--- src/rtl/pipe_hazard_unit.sv ---
// pipe_hazard_unit: tracks in-flight destinations after decode, selects forwarded
// operands and raises a stall while the youngest producer of a source is not yet forwardable.
module pipe_hazard_unit #(
    parameter int DATA_W   = 32,
    parameter int REG_AW   = 5,
    parameter int DEPTH    = 3,
    parameter int ALU_RDY  = 1,
    parameter int LOAD_RDY = 2,
    parameter int SW       = $clog2(DEPTH + 1)
) (
    input  logic                    clock,
    input  logic                    reset_n,
    input  logic                    id_valid,
    input  logic [REG_AW-1:0]       id_src1,
    input  logic [REG_AW-1:0]       id_src2,
    input  logic                    id_use1,
    input  logic                    id_use2,
    input  logic [REG_AW-1:0]       id_dest,
    input  logic                    id_wb,
    input  logic                    id_mem_read,
    input  logic                    flush,
    input  logic [DATA_W-1:0]       reg1,
    input  logic [DATA_W-1:0]       reg2,
    input  logic [DEPTH*DATA_W-1:0] stage_result,
    output logic                    stall,
    output logic [SW-1:0]           fwd_sel1,
    output logic [SW-1:0]           fwd_sel2,
    output logic [DATA_W-1:0]       operand1,
    output logic [DATA_W-1:0]       operand2,
    output logic [15:0]             stall_count
);

    logic [DEPTH-1:0]  ent_valid, ent_wb, ent_mr;
    logic [REG_AW-1:0] ent_dest [DEPTH];
    logic [REG_AW-1:0] src [2];
    logic [1:0]        use_src, hit, rdy, from_load;
    logic [SW-1:0]     idx [2];
    logic [SW-1:0]     sel [2];
    logic [DATA_W-1:0] rf [2];
    logic [DATA_W-1:0] opnd [2];

    assign src[0]   = id_src1;
    assign src[1]   = id_src2;
    assign use_src  = {id_use2, id_use1};
    assign rf[0]    = reg1;
    assign rf[1]    = reg2;
    assign fwd_sel1 = sel[0];
    assign fwd_sel2 = sel[1];
    assign operand1 = opnd[0];
    assign operand2 = opnd[1];
    assign stall    = id_valid & ~flush & |(hit & ~rdy);

    // Scan oldest to youngest so the youngest match is the one left standing.
    always_comb begin
        for (int s = 0; s < 2; s++) begin
            hit[s]       = 1'b0;
            idx[s]       = '0;
            from_load[s] = 1'b0;
            for (int k = DEPTH - 1; k >= 0; k--) begin
                if (use_src[s] && src[s] != '0 && ent_valid[k] && ent_wb[k] && ent_dest[k] == src[s]) begin
                    hit[s]       = 1'b1;
                    idx[s]       = SW'(k);
                    from_load[s] = ent_mr[k];
                end
            end
            rdy[s]  = idx[s] >= (from_load[s] ? SW'(LOAD_RDY) : SW'(ALU_RDY));
            sel[s]  = (hit[s] && rdy[s]) ? idx[s] + SW'(1) : '0;
            opnd[s] = (hit[s] && rdy[s]) ? stage_result[idx[s]*DATA_W +: DATA_W] : rf[s];
        end
    end

    always_ff @(posedge clock) begin
        if (!reset_n) begin
            ent_valid   <= '0;
            ent_wb      <= '0;
            ent_mr      <= '0;
            stall_count <= '0;
            for (int k = 0; k < DEPTH; k++) ent_dest[k] <= '0;
        end else begin
            ent_valid   <= {ent_valid[DEPTH-2:0], id_valid & ~stall & ~flush};
            ent_wb      <= {ent_wb[DEPTH-2:0], id_wb};
            ent_mr      <= {ent_mr[DEPTH-2:0], id_mem_read};
            ent_dest[0] <= id_dest;
            for (int k = 1; k < DEPTH; k++) ent_dest[k] <= ent_dest[k-1];
            if (stall && stall_count != 16'hFFFF) stall_count <= stall_count + 16'd1;
        end
    end

endmodule

--- config.mk ---
export PLATFORM = sky130hd
export DESIGN_NAME = pipe_hazard_unit
export DESIGN_NICKNAME = d
export VERILOG_FILES = /design/src/rtl/pipe_hazard_unit.sv
export SDC_FILE = /design/constraint.sdc
export NUM_CORES = 1
export LEC_CHECK = 0
export BUFFER_PORTS_ARGS = -buffer_cell sky130_fd_sc_hd__buf_2
export CAP_MARGIN = 30
export CORE_MARGIN = 3
export CORE_UTILIZATION = 45
export CTS_CLUSTER_DIAMETER = 100
export CTS_CLUSTER_SIZE = 20
export DETAILED_ROUTE_END_ITERATION = 8
export PLACE_DENSITY = 0.89
export SKIP_LAST_GASP = 1
export SYNTH_ARGS = -nofsm -noshare
export SYNTH_HDL_FRONTEND = slang
export SYNTH_SLANG_ARGS = --single-unit
--- constraint.sdc ---
create_clock -name clock -period 6.5 [get_ports clock]
set_clock_uncertainty 0.15 [all_clocks]
set_input_delay 1.3 -clock clock [delete_from_list [all_inputs] [get_ports clock]]
set_output_delay 1.3 -clock clock [all_outputs]
set_load 0.02 [all_outputs]
==> results of run 1 <==
[worst max path at each step]
stage / slack (ns) / to / cells after the start
after floorplan: 0.68 / operand2[11] / 15
after global placement: 0.55 / operand2[25] / 16
after detailed placement: 0.47 / operand2[25] / 16
after CTS: 0.47 / operand2[25] / 16
after global routing: 0.21 / operand2[25] / 16
final: 0.43 / operand2[25] / 16
[routing by layer]
layer  vias up  wire, um
met5         -         0
met1      2825      7320
li1       3018         -
met2       387      9200
met3        64      1790
met4         0       822
[placed cells by master (no fill, tap or decap), types with 3 or more instances in the layout]
cell,instances
ha_1,5
nand4_1,12
dfxtp_1,40
mux2i_1,16
nand2_1,98
inv_1,36
nor3_1,4
nand2b_1,19
a21oi_1,19
buf_4,17
xnor2_1,28
o21ai_1,65
a31oi_1,64
or3_1,3
o22ai_1,64
nand3_1,13
o31ai_4,3
clkbuf_8,5
diode_2,4
nor4_1,67
buf_2,267
and2_1,25
nor2_1,3
[sequential cells by signal (all words and copies together), names as in the netlist]
name,flops
ent_wb,3
ent_mr,3
ent_valid,3
ent_dest,15
stall_count,16
[area by class of cell]
type | count | area, um2
Fill cell | 884 | 3460
Multi-Input combinational cell | 540 | 3330
Timing Repair Buffer | 287 | 1520
Sequential cell | 40 | 801
Tap cell | 129 | 161
Inverter | 36 | 135
Clock buffer | 5 | 68.8
Clock inverter | 2 | 12.5
Antenna cell | 4 | 10.0
[logic make-up after synthesis]
group	Yosys count
multiplexers	16
XOR/XNOR	30
AO/OA/AOI/OAI	231
adder cells (fa/ha/maj)	5
AND/OR/NAND/NOR	258
flip-flops	40
buffers and inverters	106
[through the flow]
| stage | utilization | setup WS (ns) | power, mW | hold slack, ns | instance area, um2 |
|---|---|---|---|---|---|
| 6_report | 0.636 | 0.431 | 0.633 | 0.334 | 6040 |
| 5_1_grt | 0.636 | 0.207 | 0.664 | 0.368 | 6040 |
| 4_1_cts | 0.635 | 0.469 | 0.635 | 0.341 | 6030 |
| 3_5_place_dp | 0.626 | 0.468 | 0.471 | 0.327 | 5950 |
| 3_3_place_gp | 0.624 | 0.555 | 0.469 | 0.314 | 5930 |
| 2_1_floorplan | - | 0.678 | 0.369 | 0.302 | 4520 |
[tightest hold or removal path: cells and delay by family, from the launching register on]
family	cells	cell delay [ns]
mux	1	0.05
simple gates	1	0.06
flops	1	0.33
[report_power, final]
part | total (mW) | internal [mW] | switching, mW
Combinational | 0.212 | 0.0920 | 0.120
Clock | 0.165 | 0.0728 | 0.0920
Sequential | 0.257 | 0.251 | 0.00583
==> flow_summary_export.csv, run 1 <==
group,metric,value,unit
run_status,status,"finished clean",
timing,slew_headroom,0.395,
yosys,synth_area_leaders,"dfxtp_1 (18%), nor4_1 (9.5%), a31oi_1 (8.9%)",
critical_path,cp_num_buf_inv,4,
critical_path,path_cells,"buf_2 > or4_4 > o21ai_4 > nor3_1 > buf_4 > nand2_1 > a21oi_1 > a21oi_1 > ha_1 > nand2b_1 > a21o_1 > o31ai_4 > buf_12 > nand2_1 > o21ai_1 > buf_2",
critical_path,ff2ff_path_depth,13,
worst_hold_path,min_path_cells,2,
routing,viasPerCell,6.03,
timing,rsz0062_at_grt,"no",
cts,ctsLongestPathBuffers,2,
yosys,async_reset_ff_frac,0,
place,place_congestion,1.07,
timing,worst_pin_slew,0.885,ns
cts,hold_buffers,0,
timing,layout_worst_path_cycle_share,0.934,
routing,drcViolationCount,0,
critical_path,crit_required,5.05,ns
timing,fmax,165,MHz
global_route,use_met2,0.532,
floorplanning,design.core.area,9500,um2
yosys,synth_top_family_by_area,"compound AO/OA/AOI/OAI gates",
timing,setup_tns,0,ns
floorplanning,rows,35,
worst_hold_path,holdPathEnd,"stall_count[11]$_SDFFE_PN0P_",
critical_path,crit_path_end_kind,"output port",
routing,first_iter_violations,617,
yosys,yosys.area_share.simple,0.304,
critical_path,path_max_fanout,58,
worst_hold_path,hold_path_class,"reg -> reg",
cts,insertion_delay,0.30,ns
global_route,grt_max_degree,59,
global_route,grt_pass1_wl,29500,um
flow_run,drv_cap,0,
global_route,met1_usage,0.400,
critical_path,crit_slowest_cell,"or4_4",
cts,cts-buffers-inserted,5,
critical_path,cp.arrival,4.62,ns
cts,cts.sinks,40,
routing,totalWireLength,19100,um
floorplanning,die_y,106,um
power_and_ir_drop,vdd_drop_max,152,uV
critical_path,reg2reg_to,"stall_count[11]$_SDFFE_PN0P_",
yosys,yosysTopAreaCell,"dfxtp_1",
yosys,synth.distinct_cells,44,
timing,fin_crit,6.07,ns
cells_and_area,nNetsFinal,1098,
yosys,synth_nets,874,
cts,htree_levels,2,
critical_path,critPathKind,"in -> out",
floorplanning,ioPinCount,268,
cells_and_area,drive_above_1_share,0.341,
power_and_ir_drop,p_leak,2.69,nW
routing,post_drt_wl_per_cell,18.3,um
yosys,synth-compound-area-share,0.316,
yosys,muxShareOfSynthArea,0.0354,
yosys,synth_edf_count,0,
yosys,synth-adder-area-share,0.0138,
critical_path,startpoint_type,"input pin",
global_route,first_global_vias,5696,
timing,timing.final.setup_violations,0,
place,dp_cells,1032,
cts,cts_resized,0,
yosys,yosys_warnings,0,
critical_path,r2r_start,"ent_dest[0][8]$_SDFF_PN0_",
place,dp_hpwl,14400,um
global_route,grt_busiest_layer,"met2",
cts,root_buffer,"clkbuf_8",
cells_and_area,syn_to_final_growth,33.6,%
cts,clkTransAtPathRegs,0.07,ns
critical_path,crit_family,"compound AO/OA/AOI/OAI gates",
routing,vias,6294,
routing,dr.pass1.iters,5,
yosys,ys_top_cells_by_count,"nand2_1 (98), nor4_1 (69), o21ai_1 (65)",
global_route,grtUsageTotal,0.319,
floorplanning,die_area,11300,um2
floorplanning,initial_core_util,0.476,
critical_path,startpoint,"id_src2[1]",
place,numPortBuffers,267,
critical_path,rrSetupSlack,2.68,ns
yosys,synth_most_common_cell,"nand2_1",
yosys,synth-seq-cells,40,
cts,cts_tree,"yes",
yosys,ys_seq_area_frac,0.177,
worst_hold_path,hp-start,"stall_count[11]$_SDFFE_PN0P_",
critical_path,crit_path_max_incr_delay,0.56,ns
yosys,synthFlopType,"dfxtp_1",
cells_and_area,stdcell_count,1043,
power_and_ir_drop,power.density,105,nW/um2
timing,hold_viol_final,0,
global_route,grt_antenna_before_repair,4,
yosys,synth_area,4520,um2
global_route,gr-total-overflow,0,
floorplanning,die_w,106,um
global_route,grtUsageMet3,0.0565,
yosys,synth_top_area_share,0.177,
routing,antenna_left,0,
yosys,synth.avg_cell_area,6.59,um2
timing,finalMaxSlewViolations,0,
cts,post_cts_buffers,0,
yosys,syn_inst,686,
yosys,synth_xor_area_frac,0.0581,
Note: power is estimated with default switching activity, not from simulation.
==> run 2: changes to the inputs <==
- CORE_UTILIZATION: 45 -> 30
- PLACE_DENSITY: 0.89 -> 0.66
- clock period: 6.5 -> 6.1 ns (I/O delays scaled with it)
==> run 2 against run 1 <==
Utilization fell by 21 points. Sequential power rose by 6%. Count of clock-buffer cells in the layout rose by 1. Die area rose by 47%. Non-clock buffer count rose by 3. Critical path depth fell by 1. Wire length rose by 0.28%. Sequential share of layout area fell by 0.34 points. First-iteration DRC count fell by 33%. Via count fell by 1.9%. Register-to-register slack got worse by 0.45 ns. Critical path type unchanged. Critical endpoint is now operand1[14].
==> flow_summary_export.csv, run 2 (same netlist as run 1, synthesis figures left out) <==
group,metric,value,unit
cts,cts_resized,0,
routing,drcViolationCount,0,
power_and_ir_drop,p_clk_frac,0.353,
worst_hold_path,hp-start,"stall_count[15]$_SDFFE_PN0P_",
cts,insertion_delay,0.28,ns
critical_path,cp.arrival,4.27,ns
critical_path,crit_path_end_kind,"output port",
power_and_ir_drop,vdd_drop_max,166,uV
routing,first_iter_violations,414,
critical_path,crit_path_max_incr_delay,0.66,ns
flow_run,drv_cap,0,
floorplanning,design.core.area,14600,um2
timing,slew_headroom,0.360,
power_and_ir_drop,p_leak,2.73,nW
critical_path,rrSetupSlack,2.23,ns
power_and_ir_drop,swShare,0.313,
timing,hold_viol_final,0,
timing,worst_pin_slew,0.956,ns
routing,antenna_left,0,
floorplanning,die_w,129,um
run_status,status,"finished clean",
routing,vias,6173,
global_route,grt_pass1_wl,28800,um
cts,cts.sinks,40,
floorplanning,ioPinCount,268,
cts,root_buffer,"clkbuf_16",
cts,cts-buffers-inserted,5,
power_and_ir_drop,power.density,124,nW/um2
global_route,grt_antenna_before_repair,4,
cells_and_area,drive_above_1_share,0.346,
cells_and_area,syn_to_final_growth,37.2,%
timing,layout_worst_path_cycle_share,0.924,
timing,timing.final.setup_violations,0,
floorplanning,rows,44,
critical_path,path_max_fanout,65,
cts,htree_levels,2,
cts,cts_tree,"yes",
cells_and_area,largest_register,"stall_count",
power_and_ir_drop,intPower,528,uW
timing,fmax,177,MHz
routing,totalWireLength,19200,um
critical_path,r2r_start,"ent_dest[0][6]$_SDFF_PN0_",
worst_hold_path,hold_path_class,"reg -> reg",
timing,setup_tns,0,ns
cts,clkTransAtPathRegs,0.06,ns
cells_and_area,largest_reg_flops,16,
timing,fin_crit,5.64,ns
timing,finalMaxSlewViolations,0,
power_and_ir_drop,finalPower,770,uW
cells_and_area,top_regs,"stall_count: 16 flops, ent_dest: 15 flops",
critical_path,critPathKind,"in -> out",
routing,post_drt_wl_per_cell,17.4,um
global_route,gr-total-overflow,0,
global_route,grtUsageTotal,0.213,
cts,ctsLongestPathBuffers,2,
power_and_ir_drop,p_switching,241,uW
timing,rsz0062_at_grt,"no",
critical_path,startpoint_type,"input pin",
cells_and_area,nNetsFinal,1101,
critical_path,crit_slowest_cell,"nor3_2",
global_route,first_global_vias,5617,
floorplanning,die_y,129,um
global_route,grt_max_degree,66,
timing,whs,0.335,ns
critical_path,crit_required,4.73,ns
place,numPortBuffers,267,
cells_and_area,layout.cells.most_common_list,"buf_2 (267), nand2_1 (98), nor4_1 (67)",
place,dp_hpwl,14600,um
routing,dr.pass1.iters,5,
cells_and_area,layout_commonest_cell,"buf_2",
floorplanning,initial_core_util,0.309,
worst_hold_path,holdPathEnd,"stall_count[15]$_SDFFE_PN0P_",
power_and_ir_drop,pwr-share-seq,0.355,
power_and_ir_drop,p_comb_frac,0.292,
routing,viasPerCell,5.61,
critical_path,reg2reg_to,"stall_count[11]$_SDFFE_PN0P_",
worst_hold_path,min_path_cells,2,
floorplanning,die_area,16600,um2
place,place_congestion,0.878,
critical_path,path_cells,"buf_2 > xnor2_1 > nand4_1 > nor3_2 > nand2_1 > a21oi_1 > a21oi_1 > ha_1 > nand2b_1 > a21o_1 > o31ai_4 > buf_12 > nand2_1 > o21ai_1 > buf_2",
cts,post_cts_buffers,0,
cts,hold_buffers,0,
critical_path,ff2ff_path_depth,13,
[run 2: cell count changes in the layout (fill, tap and decap cells not counted)]
cell and delta:
diode_2 -2, buf_8 -1, nand3_1 -2, clkbuf_16 +5
clkbuf_8 -4, buf_4 +4, clkinv_2 -1, nand3_2 +2
clkinvlp_4 +1
[run 2: routing by layer]
| layer | up-vias | GRT usage | share of wire |
|---|---|---|---|
| li1 | 3021 | - | - |
| met1 | 2802 | 0.249 | 0.39 |
| met2 | 312 | 0.389 | 0.51 |
| met3 | 34 | 0.0411 | 0.076 |
| met4 | 4 | 0.0667 | 0.023 |
| met5 | - | 0 | 0.0014 |
[run 2: how the worst max path moves through the flow]
stage	slack, ns	end	start	depth (start not counted)
finish	0.46	operand1[14]	id_src1[0]	15
global route	0.20	operand1[8]	id_src1[0]	15
CTS	0.44	operand1[8]	id_src1[0]	15
detailed placement	0.46	operand1[8]	id_src1[0]	15
global placement	0.47	operand1[8]	id_src1[4]	15
floorplan	0.44	operand2[11]	id_src2[0]	15
[run 2: per-stage QoR]
| step | worst slack (ns) | area (um2) | util | instances |
|---|---|---|---|---|
| after global routing | 0.203 | 6200 | 0.424 | 1100 |
| after detailed placement | 0.457 | 6040 | 0.413 | 1090 |
| after floorplan | 0.438 | 4520 | - | 686 |
| after global placement | 0.471 | 6040 | 0.413 | 1090 |
| after CTS | 0.436 | 6200 | 0.423 | 1098 |
| final | 0.462 | 6200 | 0.424 | 1100 |
[run 2: layout make-up]
cell class	count	area, um2
Fill cell	1590	8440
Multi-Input combinational cell	540	3340
Timing Repair Buffer	290	1530
Sequential cell	40	801
Tap cell	184	230
Clock buffer	6	139
Inverter	36	135
Clock inverter	2	15.0
Antenna cell	2	5.00
[run 2: worst max-delay path, delay by kind of cell]
family	cells	cell delay, ns
AND/OR/NAND/NOR	5	1.27
AO/OA/AOI/OAI	5	0.65
buffers and inverters	3	0.62
adder cells (fa/ha/maj)	1	0.33
XOR/XNOR	1	0.14
[run 2: power by group through the flow]
stage               logic [mW]  clock network (mW)  registers [mW]
floorplan                0.115                   0           0.278
global placement         0.222                   0           0.279
detailed placement       0.224                   0           0.279
CTS                      0.225               0.278           0.273
global route             0.244               0.289           0.274
finish                   0.224               0.272           0.273
==> run 3: changes to the inputs <==
- PLACE_DENSITY: 0.66 -> 0.65
- SLEW_MARGIN: unset -> 5
==> run 3 against run 2 <==
Register-to-register slack about the same. Design area grew 0.87%. Global-route usage is 0.47 points higher. Sequential power barely moved. Critical path depth rose by 2. Non-clock buffer count is 2 higher. Critical path type unchanged. Largest power group is now the clock network.
==> flow_summary_export.csv, run 3 (same netlist as run 1, synthesis figures left out) <==
group,metric,value,unit
run_status,status,"finished clean",
critical_path,cp.arrival,4.51,ns
cells_and_area,layout_commonest_cell,"buf_2",
cts,cts.sinks,40,
timing,slew_headroom,0.375,
floorplanning,die_area,16600,um2
power_and_ir_drop,power.density,131,nW/um2
routing,dr.pass1.iters,5,
critical_path,critPathKind,"in -> out",
cells_and_area,stdcell_count,1102,
floorplanning,initial_core_util,0.309,
timing,rsz0062_at_grt,"no",
power_and_ir_drop,vdd_drop_max,155,uV
place,dp_hpwl,15100,um
timing,finalMaxSlewViolations,0,
place,numPortBuffers,267,
routing,vias,6183,
cts,post_cts_buffers,0,
cells_and_area,final_core_util,0.427,
cells_and_area,nNetsFinal,1103,
cts,root_buffer,"clkbuf_16",
critical_path,path_max_fanout,42,
global_route,first_global_vias,5683,
place,place_congestion,0.919,
power_and_ir_drop,finalPower,821,uW
power_and_ir_drop,p_switching,239,uW
global_route,grt_pass1_wl,29400,um
cts,cts_resized,0,
cells_and_area,drive_above_1_share,0.346,
power_and_ir_drop,p_clk_frac,0.390,
floorplanning,die_w,129,um
timing,setup_tns,0,ns
routing,post_drt_wl_per_cell,18.0,um
floorplanning,ioPinCount,268,
routing,totalWireLength,19800,um
cells_and_area,syn_to_final_growth,38.4,%
floorplanning,die_y,129,um
cts,ctsLongestPathBuffers,2,
worst_hold_path,min_path_cells,2,
timing,worst_pin_slew,0.929,ns
routing,viasPerCell,5.61,
place,dp_cells,1092,
cts,hold_buffers,0,
cells_and_area,fillers,1600,
critical_path,startpoint_type,"input pin",
floorplanning,rows,44,
timing,layout_worst_path_cycle_share,0.964,
cts,cts_tree,"yes",
critical_path,ff2ff_path_depth,13,
timing,timing.final.setup_violations,0,
critical_path,crit_path_end_kind,"output port",
routing,drcViolationCount,0,
place,dpl-instance-area,6070,um2
cells_and_area,largest_register,"stall_count",
routing,first_iter_violations,447,
critical_path,crit_required,4.73,ns
power_and_ir_drop,swShare,0.292,
global_route,grt_antenna_before_repair,4,
flow_run,drv_cap,0,
cts,cts-buffers-inserted,5,
cts,insertion_delay,0.28,ns
cts,clkTransAtPathRegs,0.05,ns
power_and_ir_drop,p_comb_frac,0.276,
global_route,grt_max_degree,57,
cells_and_area,layout.cells.most_common_list,"buf_2 (267), nand2_1 (98), nor4_1 (67)",
power_and_ir_drop,p_leak,2.77,nW
cells_and_area,top_regs,"stall_count: 16 flops, ent_dest: 15 flops",
cells_and_area,largest_reg_flops,16,
power_and_ir_drop,pwr-share-seq,0.334,
global_route,grtUsageTotal,0.217,
place,post-place-ws,0.225,ns
timing,fin_ws,0.218,ns
global_route,gr-total-overflow,0,
cells_and_area,finalInstanceArea,6260,um2
routing,antenna_left,0,
timing,whs,0.329,ns
power_and_ir_drop,intPower,581,uW
timing,hold_viol_final,0,
floorplanning,design.core.area,14600,um2
cts,htree_levels,2,
worst_hold_path,hold_path_class,"reg -> reg",
timing,fin_crit,5.88,ns
timing,fmax,170,MHz
-- run 3: final timing paths --
| path | from | endpoint | slack [ns] |
|---|---|---|---|
| max | id_src2[1] | operand2[11] | 0.22 |
| min | stall_count[11]$_SDFFE_PN0P_ | stall_count[11]$_SDFFE_PN0P_ | 0.33 |
| max reg2reg | ent_dest[0][6]$_SDFF_PN0_ | stall_count[11]$_SDFFE_PN0P_ | 2.23 |
| min reg2reg | stall_count[11]$_SDFFE_PN0P_ | stall_count[11]$_SDFFE_PN0P_ | 0.33 |
-- run 3: worst max-delay path, stage by stage --
cell and delay (ns):
buf_2 0.14, or4_4 0.57, o21ai_4 0.23, buf_4 0.23, nor3_1 0.09, nand2_1 0.09
a21oi_1 0.07, a21oi_1 0.20, ha_1 0.25, nand2b_1 0.16, a21o_1 0.23, o31ai_4 0.18
buf_8 0.24, buf_12 0.21, nand2_1 0.07, o21ai_1 0.11, buf_2 0.20
-- run 3: layout make-up --
type,instances,area [um2],area share
multi-input cells,540,3340,0.534
repair buffers,292,1560,0.250
flip-flops and latches,40,801,0.128
well taps,184,230,0.0368
clock buffers,7,153,0.0244
inverters,36,135,0.0216
clock inverters,1,30.0,0.00480
diodes,2,5.00,0.000800
-- run 3: metal layers --
layer  global-route usage  part of all wire  vias to the layer above
met5                    0           0.00055                        -
met4               0.0710             0.028                        4
met3               0.0531             0.087                       48
met2                0.384              0.48                      292
met1                0.257              0.40                     2816
li1                     -                 -                     3023
-- run 3: power by group through the flow --
stage / Combinational, mW / Clock (mW) / Sequential, mW
4_1_cts: 0.227 / 0.328 / 0.274
5_1_grt: 0.246 / 0.338 / 0.275
3_3_place_gp: 0.224 / 0 / 0.280
6_report: 0.227 / 0.320 / 0.274
2_1_floorplan: 0.115 / 0 / 0.278
3_5_place_dp: 0.226 / 0 / 0.280
